### src/rtl/fetch_unit_if.sv
// Fetch-unit bus bundle: redirect/halt control, instruction-memory port and decode handshake.
interface fetch_unit_if #(
   parameter int unsigned ADDR_W  = 6,
   parameter int unsigned INSTR_W = 16
);
   logic               branch_taken;
   logic [ADDR_W-1:0]  branch_target;
   logic               halt;
   logic               imem_en;
   logic [ADDR_W-1:0]  imem_addr;
   logic [INSTR_W-1:0] imem_data;
   logic               instr_valid;
   logic [INSTR_W-1:0] instr_out;
   logic [ADDR_W-1:0]  instr_pc;
   logic               instr_ready;
   logic [ADDR_W-1:0]  pc_out;

   modport master (
      output branch_taken, branch_target, halt, imem_data, instr_ready,
      input  imem_en, imem_addr, instr_valid, instr_out, instr_pc, pc_out
   );

   modport slave (
      input  branch_taken, branch_target, halt, imem_data, instr_ready,
      output imem_en, imem_addr, instr_valid, instr_out, instr_pc, pc_out
   );
endinterface

### src/rtl/fetch_unit.sv
// Instruction fetch: issues sequential PCs to a 1-cycle synchronous memory and
// buffers returned words in a 2-entry FIFO towards decode, with branch redirect and halt.
module fetch_unit #(
   parameter int unsigned ADDR_W   = 6,
   parameter int unsigned INSTR_W  = 16,
   parameter int unsigned RESET_PC = 0
) (
   input  logic         clock,
   input  logic         reset_n,
   fetch_unit_if.slave  bus
);

   typedef enum logic [1:0] {
      ST_RUN   = 2'd0,
      ST_FLUSH = 2'd1,
      ST_HALT  = 2'd2
   } state_e;

   typedef struct packed {
      logic [INSTR_W-1:0] instr;
      logic [ADDR_W-1:0]  pc;
   } entry_t;

   state_e            state_q, state_d;
   logic [ADDR_W-1:0] fetch_pc_q, fetch_pc_d;
   logic [ADDR_W-1:0] inflight_pc_q, inflight_pc_d;
   logic [1:0]        count_q, count_d;
   logic              inflight_q, inflight_d;
   logic              rd_ptr_q, rd_ptr_d;
   logic              wr_ptr_q, wr_ptr_d;
   entry_t            fifo_q [2];
   entry_t            fifo_d [2];
   logic              issue_c, push_c, pop_c;

   // Control registers
   always_ff @(posedge clock or negedge reset_n) begin
      if (!reset_n) begin
         state_q       <= ST_RUN;
         fetch_pc_q    <= ADDR_W'(RESET_PC);
         inflight_pc_q <= '0;
         count_q       <= '0;
         inflight_q    <= 1'b0;
         rd_ptr_q      <= 1'b0;
         wr_ptr_q      <= 1'b0;
      end else begin
         state_q       <= state_d;
         fetch_pc_q    <= fetch_pc_d;
         inflight_pc_q <= inflight_pc_d;
         count_q       <= count_d;
         inflight_q    <= inflight_d;
         rd_ptr_q      <= rd_ptr_d;
         wr_ptr_q      <= wr_ptr_d;
      end
   end

   // Buffer storage carries no reset; validity is tracked by count_q
   always_ff @(posedge clock) begin
      fifo_q <= fifo_d;
   end

   always_comb begin
      state_d       = state_q;
      fetch_pc_d    = fetch_pc_q;
      inflight_pc_d = inflight_pc_q;
      count_d       = count_q;
      rd_ptr_d      = rd_ptr_q;
      wr_ptr_d      = wr_ptr_q;
      fifo_d        = fifo_q;
      issue_c       = 1'b0;
      pop_c         = (count_q != 2'd0) && bus.instr_ready;
      push_c        = inflight_q && (state_q != ST_FLUSH);

      case (state_q)
         ST_RUN: begin
            if (bus.halt) state_d = ST_HALT;
            else issue_c = (3'(count_q) + 3'(inflight_q)) < (3'd2 + 3'(pop_c));
         end
         ST_FLUSH: state_d = bus.halt ? ST_HALT : ST_RUN;
         ST_HALT:  if (!bus.halt) state_d = ST_RUN;
         default:  state_d = ST_RUN;
      endcase

      // Redirect wins over everything and drops all buffered and returning words
      if (bus.branch_taken) begin
         issue_c    = 1'b0;
         push_c     = 1'b0;
         pop_c      = 1'b0;
         state_d    = ST_FLUSH;
         fetch_pc_d = bus.branch_target;
      end else if (issue_c) begin
         fetch_pc_d    = fetch_pc_q + ADDR_W'(1);
         inflight_pc_d = fetch_pc_q;
      end

      inflight_d = issue_c;

      if (push_c) begin
         fifo_d[wr_ptr_q] = '{instr: bus.imem_data, pc: inflight_pc_q};
         wr_ptr_d         = ~wr_ptr_q;
      end
      if (pop_c) rd_ptr_d = ~rd_ptr_q;

      case ({push_c, pop_c})
         2'b10:   count_d = count_q + 2'd1;
         2'b01:   count_d = count_q - 2'd1;
         default: count_d = count_q;
      endcase

      if (bus.branch_taken) begin
         count_d  = 2'd0;
         rd_ptr_d = 1'b0;
         wr_ptr_d = 1'b0;
      end
   end

   // Request is forced low while reset is held so nothing leaks out of the reset state
   assign bus.imem_en     = issue_c & reset_n;
   assign bus.imem_addr   = fetch_pc_q;
   assign bus.instr_valid = (count_q != 2'd0);
   assign bus.instr_out   = fifo_q[rd_ptr_q].instr;
   assign bus.instr_pc    = fifo_q[rd_ptr_q].pc;
   assign bus.pc_out      = fetch_pc_q;

endmodule

### src/flat_wrapper.sv
// flat-port wrapper written by rule: the top's interface ports become plain ports
module fetch_unit_flat 
#(
   parameter int unsigned ADDR_W   = 6,
   parameter int unsigned INSTR_W  = 16,
   parameter int unsigned RESET_PC = 0
)
  (clock, reset_n, bus_branch_taken, bus_branch_target, bus_halt, bus_imem_data, bus_instr_ready, bus_imem_en, bus_imem_addr, bus_instr_valid, bus_instr_out, bus_instr_pc, bus_pc_out);
  fetch_unit_if #(.ADDR_W(ADDR_W), .INSTR_W(INSTR_W)) bus_i ();
  input  logic clock;
  input  logic reset_n;
  input wire logic [$bits(bus_i.branch_taken)-1:0] bus_branch_taken;
  input wire logic [$bits(bus_i.branch_target)-1:0] bus_branch_target;
  input wire logic [$bits(bus_i.halt)-1:0] bus_halt;
  input wire logic [$bits(bus_i.imem_data)-1:0] bus_imem_data;
  input wire logic [$bits(bus_i.instr_ready)-1:0] bus_instr_ready;
  output wire logic [$bits(bus_i.imem_en)-1:0] bus_imem_en;
  output wire logic [$bits(bus_i.imem_addr)-1:0] bus_imem_addr;
  output wire logic [$bits(bus_i.instr_valid)-1:0] bus_instr_valid;
  output wire logic [$bits(bus_i.instr_out)-1:0] bus_instr_out;
  output wire logic [$bits(bus_i.instr_pc)-1:0] bus_instr_pc;
  output wire logic [$bits(bus_i.pc_out)-1:0] bus_pc_out;
  assign bus_i.branch_taken = bus_branch_taken;
  assign bus_i.branch_target = bus_branch_target;
  assign bus_i.halt = bus_halt;
  assign bus_i.imem_data = bus_imem_data;
  assign bus_i.instr_ready = bus_instr_ready;
  assign bus_imem_en = bus_i.imem_en;
  assign bus_imem_addr = bus_i.imem_addr;
  assign bus_instr_valid = bus_i.instr_valid;
  assign bus_instr_out = bus_i.instr_out;
  assign bus_instr_pc = bus_i.instr_pc;
  assign bus_pc_out = bus_i.pc_out;
  fetch_unit #(.ADDR_W(ADDR_W), .INSTR_W(INSTR_W), .RESET_PC(RESET_PC)) u_core (.clock(clock), .reset_n(reset_n), .bus(bus_i));
endmodule
### config.mk
export PLATFORM = sky130hd
export DESIGN_NAME = fetch_unit_flat
export DESIGN_NICKNAME = d
export VERILOG_FILES = /design/src/rtl/fetch_unit_if.sv /design/src/rtl/fetch_unit.sv /design/src/flat_wrapper.sv
export SDC_FILE = /design/constraint.sdc
export NUM_CORES = 1
export LEC_CHECK = 0
export CAP_MARGIN = 20
export CORE_MARGIN = 4
export CORE_UTILIZATION = 49
export DETAILED_ROUTE_END_ITERATION = 12
export PLACE_DENSITY = 0.78
export SLEW_MARGIN = 30
export SYNTH_ARGS = -nofsm -noshare
export SYNTH_HDL_FRONTEND = slang
export SYNTH_SLANG_ARGS = --single-unit
### constraint.sdc
create_clock -name clock -period 3.9 [get_ports clock]
set_input_delay 0.78 -clock clock [delete_from_list [all_inputs] [get_ports clock]]
set_output_delay 0.78 -clock clock [all_outputs]
set_load 0.005 [all_outputs]
After elaboration in Yosys (flattened, before gate mapping)
Cells that the tools add are included.
- input port bits: 27
- memory bits (read-only): 0
- output and inout port bits: 36
- register bits: 63
- memories kept: 0
- memory bits (writable): 0
- bits in latches: 0
- shifts and indexed selects: 0
- add/sub/neg operators: 5
- reductions and logical operators: 11
- bitwise gates (word level): 6
- eq/ne operators: 7
- multiply operators: 0
- order comparisons: 4
- muxes and demuxes: 24
- div/mod/pow operators: 0
- operators with widths (cell ; number):
    22-bit two-way mux ; 4
    44-bit bitwise mux ; 1
    22-bit demux with 1-bit select ; 1
    6-bit two-way mux ; 2
    2-bit two-way mux ; 5
    1-bit two-way mux ; 9
    2-bit nonzero test ; 4
    6-bit by 1-bit adder with 6-bit output, second input constant ; 1
    3-bit inequality test, second input constant ; 2
    2-bit one-hot mux with 3 select lines ; 1
    2-bit by 1-bit == test with 1-bit output, second input constant ; 2
    2-bit == test, second input constant ; 2
    2-bit greater-or-equal comparator, second input constant ; 2
    1-bit inverter with 2-bit output ; 2
    2-bit one-hot mux with 2 select lines ; 1
    2-bit AND reduction ; 2
    2-bit by 1-bit adder with 3-bit output ; 1
    2-bit by 1-bit adder with 3-bit output, first input constant ; 1
    1-bit logical AND ; 3
    3-bit < comparator ; 1
    1-bit inverter ; 3
    3-bit nonzero test ; 1
    2-bit by 1-bit adder with 2-bit output, second input constant ; 1
    2-bit logical NOT ; 1
    other kinds (4) ; 4

Logic depth before layout (Yosys ltp)
- depth after elaboration: 8
- mapped depth: 6

Worst setup path after synthesis
Ideal clock, no wire load.
- kind: input -> register
- start: input bus_branch_taken
- end: register u_core.fifo_q[0] in the netlist's numbering, enable pin
- data arrival time: 2.653 ns
- setup time: 0.433 ns
- stages on the path: 2
- path slack: 0.814 ns
- cell sequence: clkbuf_1 -> nor3b_1
- word-level cells in the longest chain between the ends: 1
- RTL lines (what ; line ; text):
    start, declared ; flat_wrapper.sv:12 ; input wire logic [$bits(bus_i.branch_taken)-1:0] bus_branch_taken;
    1-bit two-way mux ; fetch_unit.sv:84 ; if (bus.branch_taken) begin
    end signal, assigned ; fetch_unit.sv:58 ; fifo_q <= fifo_d;
    end, declared ; fetch_unit.sv:31 ; entry_t fifo_q [2];
Every way passes these cells.
A chain may end at the register's enable or synchronous reset.

Final worst setup path
- start: input bus_instr_ready
- end: output bus_imem_en
- word-level cells in the longest chain between the ends: 7
- RTL lines (what ; line ; text):
    start, declared ; flat_wrapper.sv:16 ; input wire logic [$bits(bus_i.instr_ready)-1:0] bus_instr_ready;
    1-bit logical AND ; fetch_unit.sv:70 ; pop_c = (count_q != 2'd0) && bus.instr_ready;
    2-bit by 1-bit adder with 3-bit output ; fetch_unit.sv:76 ; else issue_c = (3'(count_q) + 3'(inflight_q)) < (3'd2 + 3'(pop_c));
    3-bit < comparator ; fetch_unit.sv:76 ;
    1-bit two-way mux ; fetch_unit.sv:75 ; if (bus.halt) state_d = ST_HALT;
    1-bit two-way mux ; fetch_unit.sv:73 ; case (state_q)
    1-bit two-way mux ; fetch_unit.sv:84 ;
    named net u_core.inflight_d ; fetch_unit.sv:28 ; logic inflight_q, inflight_d;
    1-bit bitwise AND ; fetch_unit.sv:117 ; assign bus.imem_en = issue_c & reset_n;
    end, declared ; flat_wrapper.sv:17 ; output wire logic [$bits(bus_i.imem_en)-1:0] bus_imem_en;
The timed path passes the listed nets, and every way through them passes these cells.

==> metrics <==
sw power 296 uW; average wire per standard cell 15.0 um; Fin. Hold Viols 0; cell area after synthesis around 2600 um2; leakage roughly 0.0012 uW; startpoint type of the worst setup path primary input; DR vias/cell between 5 and 6; DPL Wire Length 3.12 mm; CTS Buffer Depth 2; postcts setup bufs 0; skew final about 6.7 ps; initial antenna violation count 0; vias 1589; clock latency on the worst-skew pair roughly 320 ps; cell mode on critical path clkdlybuf4s50_1; Post-Route WL 4.58 mm; average size of a mapped cell ~16 um2; sequential area share after synthesis 0.698; GRT Total Usage 0.158; drt drc 0; Pint between 1000 and 1500 uW; max_slew headroom 0.591; layout cells sized above 1 0.233; Hold Crit Depth 0; gate count of the mapped netlist 164; power share of the combinational group 0.089; max cap viols 0; initial DRC count 107; setup TNS 0 ps; most common cell after layout, fill and taps aside clkdlybuf4s50_1; Layout area overhead 34.0%; global-route wire length before repair 7.68 mm; sink of the worst hold path u_core.fifo_q[27]; CTS Root Cell clkbuf_8; Hold Buf Count CTS 0; Slowest Stage Delay on Critical Path around 550 ps; RSZ-0062 raised after global routing no; f_max about 0.29 GHz; Clock power frac 0.360; Synth Warn # 0; switch share 0.208; GRT overflow 0; Clk pin slew, worst setup/hold paths around 70 ps; syn_nets roughly 190; Core Area 5110 um2; clock sink count 63; Worst-Margin Slew between 600 and 700 ps; Hold Startpoint u_core.inflight_pc_q[5]; PortBufs 62; count of pins over their slew limit 0; maximum vdd drop 0.000198 V; post_cts resized 0; PD cells 412 nW/um2; DRT Pass-1 Iters 4; die extent in y a little over 80 um; Yosys cell types 34; top cells by area, synth edfxtp_1 (51%), dfrtp_1 (18%), mux2_2 (12%), buf_4 (1.7%), ha_1 (1.5%); pin count of the biggest net entering global routing 24; r2r startpoint u_core.count_q[0]; n_diodes 0; CP Data Required Time between 3000 and 4000 ps; fin crit share 0.885; IO Pins 63; FF+latch count, synth 63; CP endpoint kind output port; flop2flop setup slack 1650 ps; crit path cell chain clkdlybuf4s50_1, o21ai_1, o21a_1, nor3_4, and2_1, clkdlybuf4s50_1; Final Util 0.676; worst hold path type flop to flop; Worst path slowest cell clkdlybuf4s50_1; Setup CP Type primary input to output port; critical path fanouts, max 12; site row count 26; post-route ant nets 0; Final setup viols 0; status finished clean; width of the die approximately 80 um; TritonCTS Buffers 9; cell accounting for the most synthesized area edfxtp_1; Die Area 6480 um2; Seq pwr share 0.551; H-tree Lvls 3; Nets 261; WP data arrival around 2700 ps; Initial Utilization 0.504; min Tclk post-route 3450 ps; R2R Path End u_core.inflight_pc_q[2]; r2r worst-path depth 6; Final GP Congestion 0.817; leading cell types in the layout, fill and taps excluded clkdlybuf4s50_1 (62), edfxtp_1 (44), mux2_2 (28), dfrtp_1 (18); CTS tree built; vias in the first global route around 1600; Synth top area share 0.513
[power groups by stage]
stage	logic [uW]	clock network (uW)	registers, uW
floorplan	57.2	0	789
detailed placement	127	0	798
CTS	128	527	785
finish	126	512	784
global placement	124	0	795
global route	140	564	789
[per-layer routing]
metal  up-vias  routed length (um)  share of wire  track usage
met4         0                  96          0.021       0.0760
li1        754                   -              -            -
met1       752                1990           0.43        0.210
met2        71                2150           0.47        0.243
met3        12                 341          0.075       0.0404
met5         -                   0              0            0
[through the flow]
stage | power (uW) | setup slack [ps] | instance area, um2 | instances | hold WS [ps]
global placement | 920 | 506 | 3270 | 290 | 447
floorplan | 846 | 814 | 2570 | 164 | 438
finish | 1420 | 447 | 3450 | 306 | 460
global route | 1490 | 335 | 3450 | 306 | 476
CTS | 1440 | 445 | 3450 | 306 | 469
detailed placement | 925 | 467 | 3270 | 290 | 459
[state kept, by name, summed over array words and instances, names as in the netlist]
name,count
u_core.fifo_q,44
u_core.inflight_pc_q,6
u_core.rd_ptr_q,1
u_core.state_q,2
u_core.count_q,2
u_core.wr_ptr_q,1
u_core.inflight_q,1
u_core.bus.imem_addr,6
[synthesized netlist by cell type]
| library cell | instances |
|---|---|
| edfxtp_1 | 44 |
| mux2_2 | 28 |
| dfrtp_1 | 19 |
| nand2_1 | 9 |
| nor2_1 | 9 |
| buf_4 | 6 |
| a31oi_1 | 4 |
| or4_1 | 4 |
| clkbuf_1 | 3 |
| ha_1 | 3 |
| o21ai_0 | 3 |
| xor2_1 | 3 |
| buf_1 | 2 |
| inv_1 | 2 |
| nand3_1 | 2 |
| nand4_1 | 2 |
| o211ai_1 | 2 |
| o21ai_1 | 2 |
| o31ai_1 | 2 |
| a21boi_0 | 1 |
| and2_1 | 1 |
| and3_1 | 1 |
| buf_2 | 1 |
| mux2i_1 | 1 |
| nor3_1 | 1 |
| nor3_4 | 1 |
| nor3b_1 | 1 |
| nor4_2 | 1 |
| o21a_1 | 1 |
| o221a_2 | 1 |
| o31a_1 | 1 |
| or2_2 | 1 |
| or3_1 | 1 |
| or4_4 | 1 |
[worst max-delay path: cells and delay by family]
family                 cells  cell delay [ps]
AND/OR/NAND/NOR            2              360
AO/OA/AOI/OAI              2              470
buffers and inverters      2             1060
[worst max path at each step]
stage | start | to | slack [ps] | cells after the start
floorplan | bus_branch_taken | u_core.fifo_q[0] | 810 | 2
global placement | bus_instr_ready | bus_imem_en | 510 | 6
detailed placement | bus_instr_ready | bus_imem_en | 470 | 6
CTS | bus_instr_ready | bus_imem_en | 440 | 6
global route | bus_instr_ready | bus_imem_en | 340 | 6
finish | bus_instr_ready | bus_imem_en | 450 | 6
[kinds of logic after synthesis]
| logic type | after synthesis | share of synthesized area |
|---|---|---|
| XOR/XNOR | 3 | 0.0102 |
| adder cells (fa/ha/maj) | 3 | 0.0146 |
| AND/OR/NAND/NOR | 35 | 0.0768 |
| AO/OA/AOI/OAI | 17 | 0.0447 |
| flip-flops | 63 | 0.698 |
| buffers and inverters | 14 | 0.0296 |
| multiplexers | 29 | 0.126 |
[final cells by class]
| class | instances | area, um2 |
|---|---|---|
| Clock buffer | 10 | 128 |
| Timing Repair Buffer | 68 | 666 |
| Clock inverter | 6 | 52.6 |
| Fill cell | 381 | 1660 |
| Multi-Input combinational cell | 87 | 712 |
| Sequential cell | 63 | 1800 |
| Inverter | 2 | 7.51 |
| Tap cell | 70 | 87.6 |
No activity file was read; power rests on OpenSTA's default activity.
==> edit (same flow settings) <==
`ADDR_W` is set to 6 in 3 places; all go to 4.
--- a/src/rtl/fetch_unit_if.sv
+++ b/src/rtl/fetch_unit_if.sv
@@ -1,6 +1,6 @@
 // Fetch-unit bus bundle: redirect/halt control, instruction-memory port and decode handshake.
 interface fetch_unit_if #(
-   parameter int unsigned ADDR_W  = 6,
+   parameter int unsigned ADDR_W  = 4,
    parameter int unsigned INSTR_W = 16
 );
    logic               branch_taken;
--- a/src/rtl/fetch_unit.sv
+++ b/src/rtl/fetch_unit.sv
@@ -1,7 +1,7 @@
 // Instruction fetch: issues sequential PCs to a 1-cycle synchronous memory and
 // buffers returned words in a 2-entry FIFO towards decode, with branch redirect and halt.
 module fetch_unit #(
-   parameter int unsigned ADDR_W   = 6,
+   parameter int unsigned ADDR_W   = 4,
    parameter int unsigned INSTR_W  = 16,
    parameter int unsigned RESET_PC = 0
 ) (
--- a/src/flat_wrapper.sv
+++ b/src/flat_wrapper.sv
@@ -1,7 +1,7 @@
 // flat-port wrapper written by rule: the top's interface ports become plain ports
 module fetch_unit_flat 
 #(
-   parameter int unsigned ADDR_W   = 6,
+   parameter int unsigned ADDR_W   = 4,
    parameter int unsigned INSTR_W  = 16,
    parameter int unsigned RESET_PC = 0
 )
Ports: changed (resized bus_branch_target, bus_imem_addr, bus_instr_pc and bus_pc_out); port bits go from 63 to 55. The function was not compared with the original's and may differ.
==> edit against the original RTL <==
Cell count down 19%; total power is 24% lower; sequential cell count shrank 8; cell area decreased by 16%; combinational power down 17%; routed wire length down 7.7%; area after synthesis down 13%; setup slack worse by 0.060 ns; utilization fell by 1.1 points; critical endpoint unchanged.
==> edit: results (changes against the original RTL) <==
* Pleak at 1.049 nW (-16%)
* Fill count at 297 (-22%)
* Synth Area in Compound Gates at 0.04538 (+0.0006746)
* Syn nets at 166 (-14%)
* Cts bufs inserted at 5 (-4)
* DRT iter0 DRCs at 99 (-7.5%)
* Largest net degree at the start of global routing at 22 (-8.3%)
* Critical path's largest stage delay at 0.50 ns (-0.05 ns)
* Final Net Count at 222 (-15%)
* Ranking of synthesized cells by area: edfxtp_1, dfrtp_1, mux2_2, ha_1, buf_4
* Seq/Total Area, Yosys at 0.7059 (+0.008118)
* Synth Area in Adders at 0.01681 (+0.002229)
* VDD IR max at 0.1910 mV (-3.5%)
* EDFF count, synth at 40 (-9.1%)
* Post-synth ARST share at 0.2727 (-0.02886)
* Slew HR at 0.3985 (-0.1921)
* Worst Path Arrival at 2.73 ns (+0.06 ns)
* Total GRT Usage at 0.1651 (+0.006814)
* CTS clk-pin slew, worst paths at 0.09 ns (+0.02 ns)
* Design area at 2914 um2 (-16%)
* First-pass GRT wire length at 6.934 mm (-9.7%)
* Status: completed
* Post-Place Worst Slack at 0.4212 ns (-0.04559 ns)
* WL final at 4.221 mm (-7.7%)
* Max reg flops at 40 (-9.1%)
* Clock Skew at 0.004057 ns (-0.002636 ns)
* Post-route non-filler standard cell count at 247 (-19%)
* XOR/XNOR Fraction of Synth Area at 0.01176 (+0.001561)
* Number of global-route vias before repair at 1474 (-9.1%)
* Share of layout cells above drive strength 1 at 0.2154 (-0.01767)
* Top post-synthesis cells by count: edfxtp_1, mux2_2, dfrtp_1
* H-tree Lvls at 2 (-1)
* Synth Instances at 138 (-16%)
* Post-DP HPWL at 2.955 mm (-5.4%)
* Post-DP Area at 2830 um2 (-13%)
* Via/cell ratio at 5.348 (+3.0%)
* Post-synthesis mux area share at 0.1210 (-0.005328)
* Port-buffer cells at 54 (-13%)
* Skew-Pair Late Insertion Delay at 0.30 ns (-0.02 ns)
edit: changes by cell type after synthesis, sizes merged, moves of 4 or more:
cell,delta
nor2,-5
dfrtp,-4
nor2b,+4
mux2,-4
buf,-4
nand2,-7
edfxtp,-4
edit: power by group through the flow:
stage          registers, mW  logic, mW  clock network (mW)
2_1_floorplan          0.681     0.0455                   0
3_3_place_gp           0.688      0.100                   0
3_5_place_dp           0.691      0.104                   0
4_1_cts                0.678      0.105               0.313
5_1_grt                0.681      0.115               0.341
6_report               0.677      0.104               0.298
edit: path summary, 6_finish.rpt:
check	depth (start not counted)	startpoint	slack, ns	end
min in group asynchronous	2	reset_n	0.78	u_core.bus.imem_addr[0]
max	6	bus_instr_ready	0.39	bus_imem_en
max reg2reg	5	u_core.count_q[0]	1.75	u_core.inflight_pc_q[2]
min reg2reg	0	u_core.inflight_pc_q[1]	0.49	u_core.fifo_q[1]
min	0	u_core.inflight_pc_q[1]	0.49	u_core.fifo_q[1]
max in group asynchronous	2	reset_n	2.93	u_core.inflight_pc_q[0]
edit: cells by family after synthesis:
logic type,Yosys count
and+or+nand+nor,25
DFF,55
xor gates and xnor gates,3
AOI/OAI and AO/OA,16
adders and majority gates,3
muxes,24
buffers and inverters,12
edit: area by class of cell:
| type | instances | share of cell area |
|---|---|---|
| clock buffers | 5 | 0.02362 |
| clock inverters | 3 | 0.005152 |
| inverters | 3 | 0.003864 |
| multi-input cells | 71 | 0.2082 |
| flip-flops and latches | 55 | 0.5410 |
| well taps | 52 | 0.02233 |
| repair buffers | 58 | 0.1958 |
edit: layer usage:
metal | wire (um) | vias up | track usage
li1 | - | 629 | -
met1 | 1692 | 630 | 0.2089
met2 | 2123 | 52 | 0.2713
met3 | 334 | 10 | 0.04749
met4 | 70 | 0 | 0.06019
met5 | 0 | - | 0
